### src/rtl/proc_pkg.sv
// Shared processor definitions: fetch FSM state encoding, default bus widths
// and the instruction word loaded into IR on reset.
package proc_pkg;

  localparam int ADDR_W_DEF = 16;
  localparam int DATA_W_DEF = 16;

  // Reset value of the instruction register; kept as a named constant so a
  // nonzero NOP encoding can be introduced without touching the fetch stage.
  localparam logic [DATA_W_DEF-1:0] NOP_INSTR = '0;

  typedef enum logic [2:0] {
    IDLE,
    REQ,
    WAIT,
    HOLD,
    DRAIN
  } fetch_state_t;

endpackage

### src/rtl/instr_fetch_if.sv
// Fetch-stage bus: PC input and flush, instruction memory read port and the
// IR valid/ready handshake towards decode. The master modport is the fetch
// stage itself; the slave modport is the surrounding PC/memory/decode logic.
interface instr_fetch_if #(
  parameter int ADDR_W = 16,
  parameter int DATA_W = 16
);

  logic [ADDR_W-1:0] pc_in;
  logic              flush;
  logic              mem_rd;
  logic [ADDR_W-1:0] mem_addr;
  logic              mem_valid;
  logic [DATA_W-1:0] mem_data;
  logic [DATA_W-1:0] ir_out;
  logic              ir_valid;
  logic              ir_ready;
  logic              inc_pc;
  logic              fetch_fault;

  modport master (
    input  pc_in, flush, mem_valid, mem_data, ir_ready,
    output mem_rd, mem_addr, ir_out, ir_valid, inc_pc, fetch_fault
  );

  modport slave (
    output pc_in, flush, mem_valid, mem_data, ir_ready,
    input  mem_rd, mem_addr, ir_out, ir_valid, inc_pc, fetch_fault
  );

endinterface

### src/rtl/instr_fetch.sv
// Instruction fetch stage. Issues one memory read per instruction at the
// current PC, captures the returned word into IR, offers it to decode with
// valid/ready and pulses inc_pc once per captured word. A flush (PC parallel
// load) discards any held or in-flight instruction.
// Optional build macro FETCH_TIMEOUT_EN: adds a memory wait timeout that sets
// a sticky fetch_fault and halts fetching until reset.
module instr_fetch
  import proc_pkg::*;
#(
  parameter int ADDR_W         = ADDR_W_DEF,
  parameter int DATA_W         = DATA_W_DEF,
  parameter int TIMEOUT_CYCLES = 64
) (
  input logic           clock,
  input logic           reset,
  instr_fetch_if.master bus
);

  if (TIMEOUT_CYCLES < 2) begin : g_timeout_range
    $error("instr_fetch: TIMEOUT_CYCLES must be at least 2");
  end

  fetch_state_t      state;
  logic              mem_rd_q;
  logic [ADDR_W-1:0] mem_addr_q;
  logic [DATA_W-1:0] ir_q;
  logic              ir_valid_q;
  logic              inc_pc_q;

  logic              timeout_hit;  // memory wait limit reached this cycle
  logic              halted;       // fetch stopped by a timeout fault

`ifdef FETCH_TIMEOUT_EN
  localparam int CNT_W = $clog2(TIMEOUT_CYCLES + 1);

  logic [CNT_W-1:0] wait_cnt;
  logic             fault_q;
  logic             waiting;

  assign waiting = (state == WAIT) || (state == DRAIN);

  // A flush in WAIT takes precedence over an expiring timeout; the count
  // carries on into DRAIN so the fault still fires on the next cycle.
  assign timeout_hit = waiting && !bus.mem_valid
                       && !((state == WAIT) && bus.flush)
                       && (wait_cnt >= CNT_W'(TIMEOUT_CYCLES - 1));

  // Wait counter: cleared as a request issues, saturating count of cycles
  // spent waiting on memory.
  always_ff @(posedge clock or posedge reset) begin
    if (reset) begin
      wait_cnt <= '0;
    end else if (state == REQ) begin
      wait_cnt <= '0;
    end else if (waiting && (wait_cnt < CNT_W'(TIMEOUT_CYCLES))) begin
      wait_cnt <= wait_cnt + 1'b1;
    end
  end

  // Sticky fault flag: only reset clears it, flush leaves it set.
  always_ff @(posedge clock or posedge reset) begin
    if (reset) begin
      fault_q <= 1'b0;
    end else if (timeout_hit) begin
      fault_q <= 1'b1;
    end
  end

  assign halted          = fault_q;
  assign bus.fetch_fault = fault_q;
`else
  assign timeout_hit     = 1'b0;
  assign halted          = 1'b0;
  assign bus.fetch_fault = 1'b0;
`endif

  // Fetch FSM with registered outputs: request, capture, hold for decode,
  // and drain of reads made stale by a flush.
  always_ff @(posedge clock or posedge reset) begin
    // NOTE: every output is a flop cleared by the async reset, so decode and
    // memory never see a glitch or an undefined request after reset.
    if (reset) begin
      state      <= IDLE;
      mem_rd_q   <= 1'b0;
      mem_addr_q <= '0;
      ir_q       <= DATA_W'(NOP_INSTR);
      ir_valid_q <= 1'b0;
      inc_pc_q   <= 1'b0;
    end else begin
      // NOTE: non-blocking assignments throughout; the defaults below turn
      // mem_rd and inc_pc into single-cycle pulses unless a state re-asserts.
      mem_rd_q <= 1'b0;
      inc_pc_q <= 1'b0;
      unique case (state)
        IDLE: begin
          if (!halted) begin
            state <= REQ;
          end
        end
        REQ: begin
          // The request goes out even when flushed; its reply is drained.
          mem_rd_q   <= 1'b1;
          mem_addr_q <= bus.pc_in;
          state      <= bus.flush ? DRAIN : WAIT;
        end
        WAIT: begin
          if (bus.flush) begin
            state <= bus.mem_valid ? REQ : DRAIN;
          end else if (bus.mem_valid) begin
            ir_q       <= bus.mem_data;
            ir_valid_q <= 1'b1;
            inc_pc_q   <= 1'b1;
            state      <= HOLD;
          end else if (timeout_hit) begin
            state <= IDLE;
          end
        end
        HOLD: begin
          if (bus.flush || bus.ir_ready) begin
            ir_valid_q <= 1'b0;
            state      <= REQ;
          end
        end
        DRAIN: begin
          if (bus.mem_valid) begin
            state <= REQ;
          end else if (timeout_hit) begin
            state <= IDLE;
          end
        end
        default: state <= IDLE;
      endcase
    end
  end

  assign bus.mem_rd   = mem_rd_q;
  assign bus.mem_addr = mem_addr_q;
  assign bus.ir_out   = ir_q;
  assign bus.ir_valid = ir_valid_q;
  assign bus.inc_pc   = inc_pc_q;

endmodule
### src/flat_wrapper.sv
// flat-port wrapper written by rule: the top's interface ports become plain ports
module instr_fetch_flat import proc_pkg::*;
#(
  parameter int ADDR_W         = ADDR_W_DEF,
  parameter int DATA_W         = DATA_W_DEF,
  parameter int TIMEOUT_CYCLES = 64
)
  (clock, reset, bus_pc_in, bus_flush, bus_mem_valid, bus_mem_data, bus_ir_ready, bus_mem_rd, bus_mem_addr, bus_ir_out, bus_ir_valid, bus_inc_pc, bus_fetch_fault);
  instr_fetch_if #(.ADDR_W(ADDR_W), .DATA_W(DATA_W)) bus_i ();
  input logic clock;
  input logic reset;
  input wire logic [$bits(bus_i.pc_in)-1:0] bus_pc_in;
  input wire logic [$bits(bus_i.flush)-1:0] bus_flush;
  input wire logic [$bits(bus_i.mem_valid)-1:0] bus_mem_valid;
  input wire logic [$bits(bus_i.mem_data)-1:0] bus_mem_data;
  input wire logic [$bits(bus_i.ir_ready)-1:0] bus_ir_ready;
  output wire logic [$bits(bus_i.mem_rd)-1:0] bus_mem_rd;
  output wire logic [$bits(bus_i.mem_addr)-1:0] bus_mem_addr;
  output wire logic [$bits(bus_i.ir_out)-1:0] bus_ir_out;
  output wire logic [$bits(bus_i.ir_valid)-1:0] bus_ir_valid;
  output wire logic [$bits(bus_i.inc_pc)-1:0] bus_inc_pc;
  output wire logic [$bits(bus_i.fetch_fault)-1:0] bus_fetch_fault;
  assign bus_i.pc_in = bus_pc_in;
  assign bus_i.flush = bus_flush;
  assign bus_i.mem_valid = bus_mem_valid;
  assign bus_i.mem_data = bus_mem_data;
  assign bus_i.ir_ready = bus_ir_ready;
  assign bus_mem_rd = bus_i.mem_rd;
  assign bus_mem_addr = bus_i.mem_addr;
  assign bus_ir_out = bus_i.ir_out;
  assign bus_ir_valid = bus_i.ir_valid;
  assign bus_inc_pc = bus_i.inc_pc;
  assign bus_fetch_fault = bus_i.fetch_fault;
  instr_fetch #(.ADDR_W(ADDR_W), .DATA_W(DATA_W), .TIMEOUT_CYCLES(TIMEOUT_CYCLES)) u_core (.clock(clock), .reset(reset), .bus(bus_i));
endmodule
### config.mk
export PLATFORM = sky130hd
export DESIGN_NAME = instr_fetch_flat
export DESIGN_NICKNAME = d
export VERILOG_FILES = /design/src/rtl/proc_pkg.sv /design/src/rtl/instr_fetch_if.sv /design/src/rtl/instr_fetch.sv /design/src/flat_wrapper.sv
export SDC_FILE = /design/constraint.sdc
export NUM_CORES = 1
export LEC_CHECK = 0
export CAP_MARGIN = 20
export CORE_MARGIN = 5
export CORE_UTILIZATION = 39
export CTS_CLUSTER_DIAMETER = 200
export DETAILED_ROUTE_END_ITERATION = 8
export MAX_ROUTING_LAYER = met4
export PLACE_DENSITY = 0.78
export SETUP_SLACK_MARGIN = 0.2
export SLEW_MARGIN = 40
export SYNTH_ARGS = -nofsm -noshare
export SYNTH_HDL_FRONTEND = slang
export SYNTH_SLANG_ARGS = --single-unit
### constraint.sdc
create_clock -name clock -period 2.4 [get_ports clock]
set_clock_uncertainty 0.1 [all_clocks]
set_input_delay 0.48 -clock clock [delete_from_list [all_inputs] [get_ports clock]]
set_output_delay 0.48 -clock clock [all_outputs]
set_load 0.01 [all_outputs]
==> results of run 1 <==
[metal layers]
metal	track usage (%)	part of all wire [%]	up-vias	routed length (µm)
li1	-	-	485	-
met1	16.13	41	503	1379
met2	24.29	50	43	1687
met3	4.769	8.7	2	295
met4	3.132	0.56	0	19
met5	-	0	-	0
[final cells by class]
| type | instances | area, µm² |
|---|---|---|
| fillers | 290 | 1333 |
| clock buffers | 6 | 82.58 |
| well taps | 48 | 60.06 |
| flip-flops and latches | 38 | 950.9 |
| inverters | 1 | 3.754 |
| multi-input cells | 53 | 485.5 |
| repair buffers | 74 | 745.7 |
[path summary, 6_finish.rpt]
| path | start | endpoint | cells after the start |
|---|---|---|---|
| min reg2reg | u_core.bus.ir_out[7] | u_core.bus.ir_out[7] | 1 |
| min | u_core.bus.ir_out[7] | u_core.bus.ir_out[7] | 1 |
| max | bus_mem_valid | u_core.bus.ir_out[11] | 5 |
| max reg2reg | u_core.state[2] | u_core.bus.ir_out[11] | 4 |
| max in group asynchronous | reset | u_core.bus.ir_out[11] | 3 |
| min in group asynchronous | reset | u_core.bus.mem_addr[1] | 3 |
[through the flow]
step	power, µW	setup WS [ns]	area, µm²	utilization (%)
after floorplan	1765	0.6913	1478	-
after global placement	2475	0.1981	2246	61.35
after detailed placement	2546	0.1023	2246	61.35
after CTS	2970	0.4030	2328	63.60
after global routing	3106	0.3134	2328	63.60
final	2924	0.4085	2328	63.60
[power by group through the flow]
| stage | Combinational, µW | Sequential (µW) | Clock, µW |
|---|---|---|---|
| after floorplan | 494 | 1270 | 0 |
| after global placement | 1340 | 1130 | 0 |
| after detailed placement | 1390 | 1150 | 0 |
| after CTS | 1400 | 1150 | 429 |
| after global routing | 1460 | 1190 | 452 |
| final | 1370 | 1140 | 413 |
[cell usage in the layout, fill, tap and decap left out, types with 2 or more instances in the layout]
master | Yosys | routed
clkbuf_8 | 0 | 6
dfrtp_1 | 38 | 38
mux2_2 | 22 | 22
clkdlybuf4s50_1 | 0 | 71
nor2_1 | 3 | 3
buf_4 | 3 | 2
o21ai_0 | 4 | 4
mux2_1 | 10 | 10
nand2b_1 | 3 | 3
[cell families (layout without fill, tap and decap cells)]
group                  count (synthesis)  count (layout)  synth area share (%)
DFF                                   38              38                 64.35
and+or+nand+nor                       14              14                 5.928
muxes                                 32              32                 24.39
buffers and inverters                  5              81                 2.794
AOI/OAI and AO/OA                      6               6                 2.287
other                                  1               1                0.2538
[worst max-delay path, delay by kind of cell]
kind          cells  cell delay, ns
mux               1            0.34
buf+inv           2            0.65
simple gates      2            0.57
[registers in the layout, indices dropped and copies added, names as in the netlist]
signal               cells
u_core.bus.mem_rd        1
u_core.state             3
u_core.bus.inc_pc        1
u_core.bus.ir_valid      1
u_core.bus.ir_out       16
u_core.bus.mem_addr     16
==> results_dict.tcl, run 1 <==
set metrics [dict create \
    run_status "completed" \
    drive_gt1_share_pct 19.19 \
    core-area_um2 3661 \
    die_y_um 71.56 \
    port_buffers 71 \
    drt_iter0_drc 33 \
    holdWs_ns 0.3881 \
    slew_viol_final 0 \
    gp_congestion 0.7539 \
    htree_levels 2 \
    holdBufCountCts 0 \
    rrSetupSlack_ns 0.64 \
    syn_area_per_cell_um2 15.39 \
    diodes 0 \
    grt_max_degree 39 \
    via_count 1033 \
    clock_power_share_pct 14.1 \
    arrival_ns 2.05 \
    place_inst 214 \
    clk_transition_reported_paths_ns 0.06 \
    synth_edf_count 0 \
    pwr-share-comb_pct 46.9 \
    grt_pass1_vias 1151 \
    cts_buffers 5 \
    yosysMostFrequentCell "dfrtp_1" \
    synth_top_cell_area_share_pct 64.35 \
    finalNetCount 210 \
    async_flop_share_pct 100.0 \
    yosysWarnings 0 \
    drc_errors 0 \
    track_usage_pct 14.20 \
    routed_wl_um 3381 \
    rows 22 \
    slowest_stage "clkdlybuf4s50_1" \
    p_leak_uw 0.0009786 \
    worst_ep_required_time_ns 2.46 \
    grt_first_pass_wirelength_um 5506 \
    period_needed_ns 1.991 \
    synthFlopType "dfrtp_1" \
    fin_crit_sh_pct 82.98 \
    power_switching_uw 874.8 \
    power_density_nw_per_um2 1256 \
    synth_seq_cells 38 \
    maxCapViolCount 0 \
    synthToLayoutAreaGrowth_pct 57.58 \
    seq_power_share_pct 39.0 \
    dr.pass1.iters 3 \
    synthTopCellsByCount "38 x dfrtp_1, 22 x mux2_2, 10 x mux2_1" \
    netlist_area_um2 1478 \
    critPathMaxStageDelay_ns 0.49 \
    antenna_found_initial 0 \
    die_x_um 71.56 \
    cts.sinks 38 \
    cts_tree "yes" \
    pin_count 73 \
    start_kind "input port" \
    intPower_uw 2049 \
    synth_area_leaders "dfrtp_1 64%, mux2_2 17%, mux2_1 7.6%" \
    crit_chain "clkdlybuf4s50_1, nor4bb_2, and2b_1, buf_12, mux2_2" \
    clockBufferDepth 2 \
    detail_route.wl_per_cell_um 15.37 \
    synth_fp_nets 133 \
    hold_class "register to register" \
    setup_viol 0 \
    fin_tns_setup_ns 0 \
    clock_latency_ns 0.27 \
    ir_drop_mv 0.6490 \
    via_per_inst 4.695 \
    final_cells 220 \
    start_util_pct 40.36 \
    yosysUniqueCellTypes 20 \
    hold_violations 0 \
    worstSetupEndpointType "register" \
    rsz0062_at_grt "false" \
    clock-root-buffer "clkbuf_8" \
    hpwl_um 2626 \
    grt-ovfl-total 0 \
    switching_share_pct 29.92 \
    ys_seq_area_share_pct 64.35 \
    syn_inst 96 \
    antenna_left 0 \
    dieArea_um2 5120 \
    synth_area_leader_cell "dfrtp_1" \
    cts_setup_buffers 0 \
    critPathKind "input port to register" \
    cts-resized-gates 0 \
    worstPathMaxFanout 17 \
    timing.fmax_mhz 502.1 \
]
Note: power is estimated with default switching activity, not from simulation.
==> inputs of run 2 (changes only) <==
--- a/config.mk
+++ b/config.mk
@@ -7,11 +7,11 @@
 export LEC_CHECK = 0
 export CAP_MARGIN = 20
 export CORE_MARGIN = 5
-export CORE_UTILIZATION = 39
+export CORE_UTILIZATION = 36
 export CTS_CLUSTER_DIAMETER = 200
 export DETAILED_ROUTE_END_ITERATION = 8
 export MAX_ROUTING_LAYER = met4
-export PLACE_DENSITY = 0.78
+export PLACE_DENSITY = 0.76
 export SETUP_SLACK_MARGIN = 0.2
 export SLEW_MARGIN = 40
 export SYNTH_ARGS = -nofsm -noshare
==> constraint.sdc (replaced) <==
create_clock -name clock -period 1.77 [get_ports clock]
set_clock_uncertainty 0.1 [all_clocks]
set_input_delay 0.354 -clock clock [delete_from_list [all_inputs] [get_ports clock]]
set_output_delay 0.354 -clock clock [all_outputs]
set_load 0.01 [all_outputs]
==> results_dict.tcl, run 2 (same netlist as run 1, synthesis figures left out) <==
set metrics [dict create \
    run_status "completed" \
    utilization_pct 66.06 \
    p_total_uw 4475 \
    dieArea_um2 5486 \
    place_inst 219 \
    synthToLayoutAreaGrowth_pct 78.83 \
    fin_crit_sh_pct 96.42 \
    critPathBufInv 2 \
    worst_ep_required_time_ns 1.84 \
    rows 23 \
    die_y_um 74.07 \
    drc_errors 0 \
    cts_tree "yes" \
    port_buffers 71 \
    die_x_um 74.07 \
    worstPathMaxFanout 4 \
    clock_latency_ns 0.28 \
    start_util_pct 36.94 \
    dr.pass1.iters 4 \
    track_usage_pct 15.15 \
    start_kind "register" \
    wl_met2_um 1896 \
    critPathKind "register to register" \
    gp_congestion 0.9289 \
    maxCapViolCount 0 \
    final_cells 237 \
    pin_count 73 \
    ir_drop_mv 0.8597 \
    num-fill-cells 308 \
    slowest_stage "dfrtp_1" \
    hold_class "input port to asynchronous set/reset pin" \
    worstSetupEndpointType "register" \
    p_leak_uw 0.001261 \
    crit_chain "nor4bb_4, and2b_2, buf_6, clkbuf_16, mux2_4" \
    hold_violations 0 \
    antenna_found_initial 0 \
    final_cell_mix "38 x dfrtp_1, 37 x dlygate4sd2_1, 34 x clkdlybuf4s50_1, 32 x mux2_4" \
    core-area_um2 4000 \
    final_common_cell "dfrtp_1" \
    arrival_ns 1.78 \
    rrSetupSlack_ns 0.06 \
    grt_pass1_vias 1267 \
    setup_viol 0 \
    detail_route.wl_per_cell_um 17.30 \
    diodes 0 \
    critPathMaxStageDelay_ns 0.42 \
    timing.fmax_mhz 586.0 \
    finalNetCount 223 \
    grt_first_pass_wirelength_um 6058 \
    cts_buffers 5 \
    via_count 1143 \
    cts.sinks 38 \
    routed_wl_um 4100 \
    clockBufferDepth 2 \
    htree_levels 2 \
    hpwl_um 2722 \
    via_per_inst 4.823 \
    dr.max_layer_used "met4" \
    finalInstanceArea_um2 2643 \
    slew_viol_final 0 \
    path_delay_family "simple AND/OR/NAND/NOR gates" \
    fin_tns_setup_ns 0 \
    drive_gt1_share_pct 31.55 \
    power_density_nw_per_um2 1693 \
    drt_iter0_drc 49 \
    wl_met1_um 1757 \
    clk_transition_reported_paths_ns 0.07 \
    period_needed_ns 1.707 \
    antenna_left 0 \
    grt-ovfl-total 0 \
    rsz0062_at_grt "true" \
    placed_area_um2 2296 \
    grt_max_degree 39 \
    wl_met3_um 395 \
    clock-root-buffer "clkbuf_8" \
]
==> run 2: path summary, 6_finish.rpt <==
path	startpoint	endpoint	depth (start not counted)
min in group clock	u_core.bus.mem_addr[4]	u_core.bus.mem_addr[4]	1
setup / recovery	u_core.state[2]	u_core.bus.ir_out[3]	5
max in group asynchronous	reset	u_core.bus.mem_addr[10]	3
setup reg to reg	u_core.state[2]	u_core.bus.ir_out[3]	5
hold reg to reg	u_core.bus.mem_addr[4]	u_core.bus.mem_addr[4]	1
hold / removal	reset	u_core.bus.ir_out[3]	3
==> run 2: layout make-up <==
| type | instances | area (µm²) | share of cell area (%) |
|---|---|---|---|
| repair buffers | 87 | 905.9 | 34.28 |
| clock inverters | 1 | 5.005 | 0.1894 |
| clock buffers | 7 | 86.33 | 3.267 |
| multi-input cells | 53 | 628.1 | 23.77 |
| inverters | 1 | 3.754 | 0.1420 |
| well taps | 50 | 62.56 | 2.367 |
| flip-flops and latches | 38 | 950.9 | 35.98 |
==> run 2: worst min-delay path, stage by stage <==
cell and delay, ns:
clkdlybuf4s50_1 0.40, inv_1 0.09, buf_12 0.23
==> run 2: metal layers <==
metal	GRT usage, %	vias up
met4	4.829	0
met2	24.70	59
li1	-	512
met5	-	-
met3	5.946	7
met1	17.09	565
==> run 2: metrics by stage <==
stage / hold WS, ns / worst slack (ns)
2_1_floorplan: 0.3248 / 0.1219
3_3_place_gp: 0.3706 / -0.2810
3_5_place_dp: 0.3767 / -0.3605
4_1_cts: 0.3317 / 0.09114
5_1_grt: 0.3457 / -0.001021
6_report: 0.3226 / 0.06340
==> run 2: what timing repair did <==
item                                    4_1_cts  5_1_grt
hold buffers                                  0        0
gates cloned                                  1        3
endpoints found under the setup margin       51       32
pin swaps                                     1        2
resized for setup                            45       32
setup buffers                                 4        2
==> run 2: report_power, final <==
group          leakage, µW  switching (µW)  internal [µW]  total [µW]
clock            0.0000482             291            314         605
sequential        0.000461             269           1300        1570
combinational     0.000752             833           1470        2300
total              0.00126            1390           3080        4470
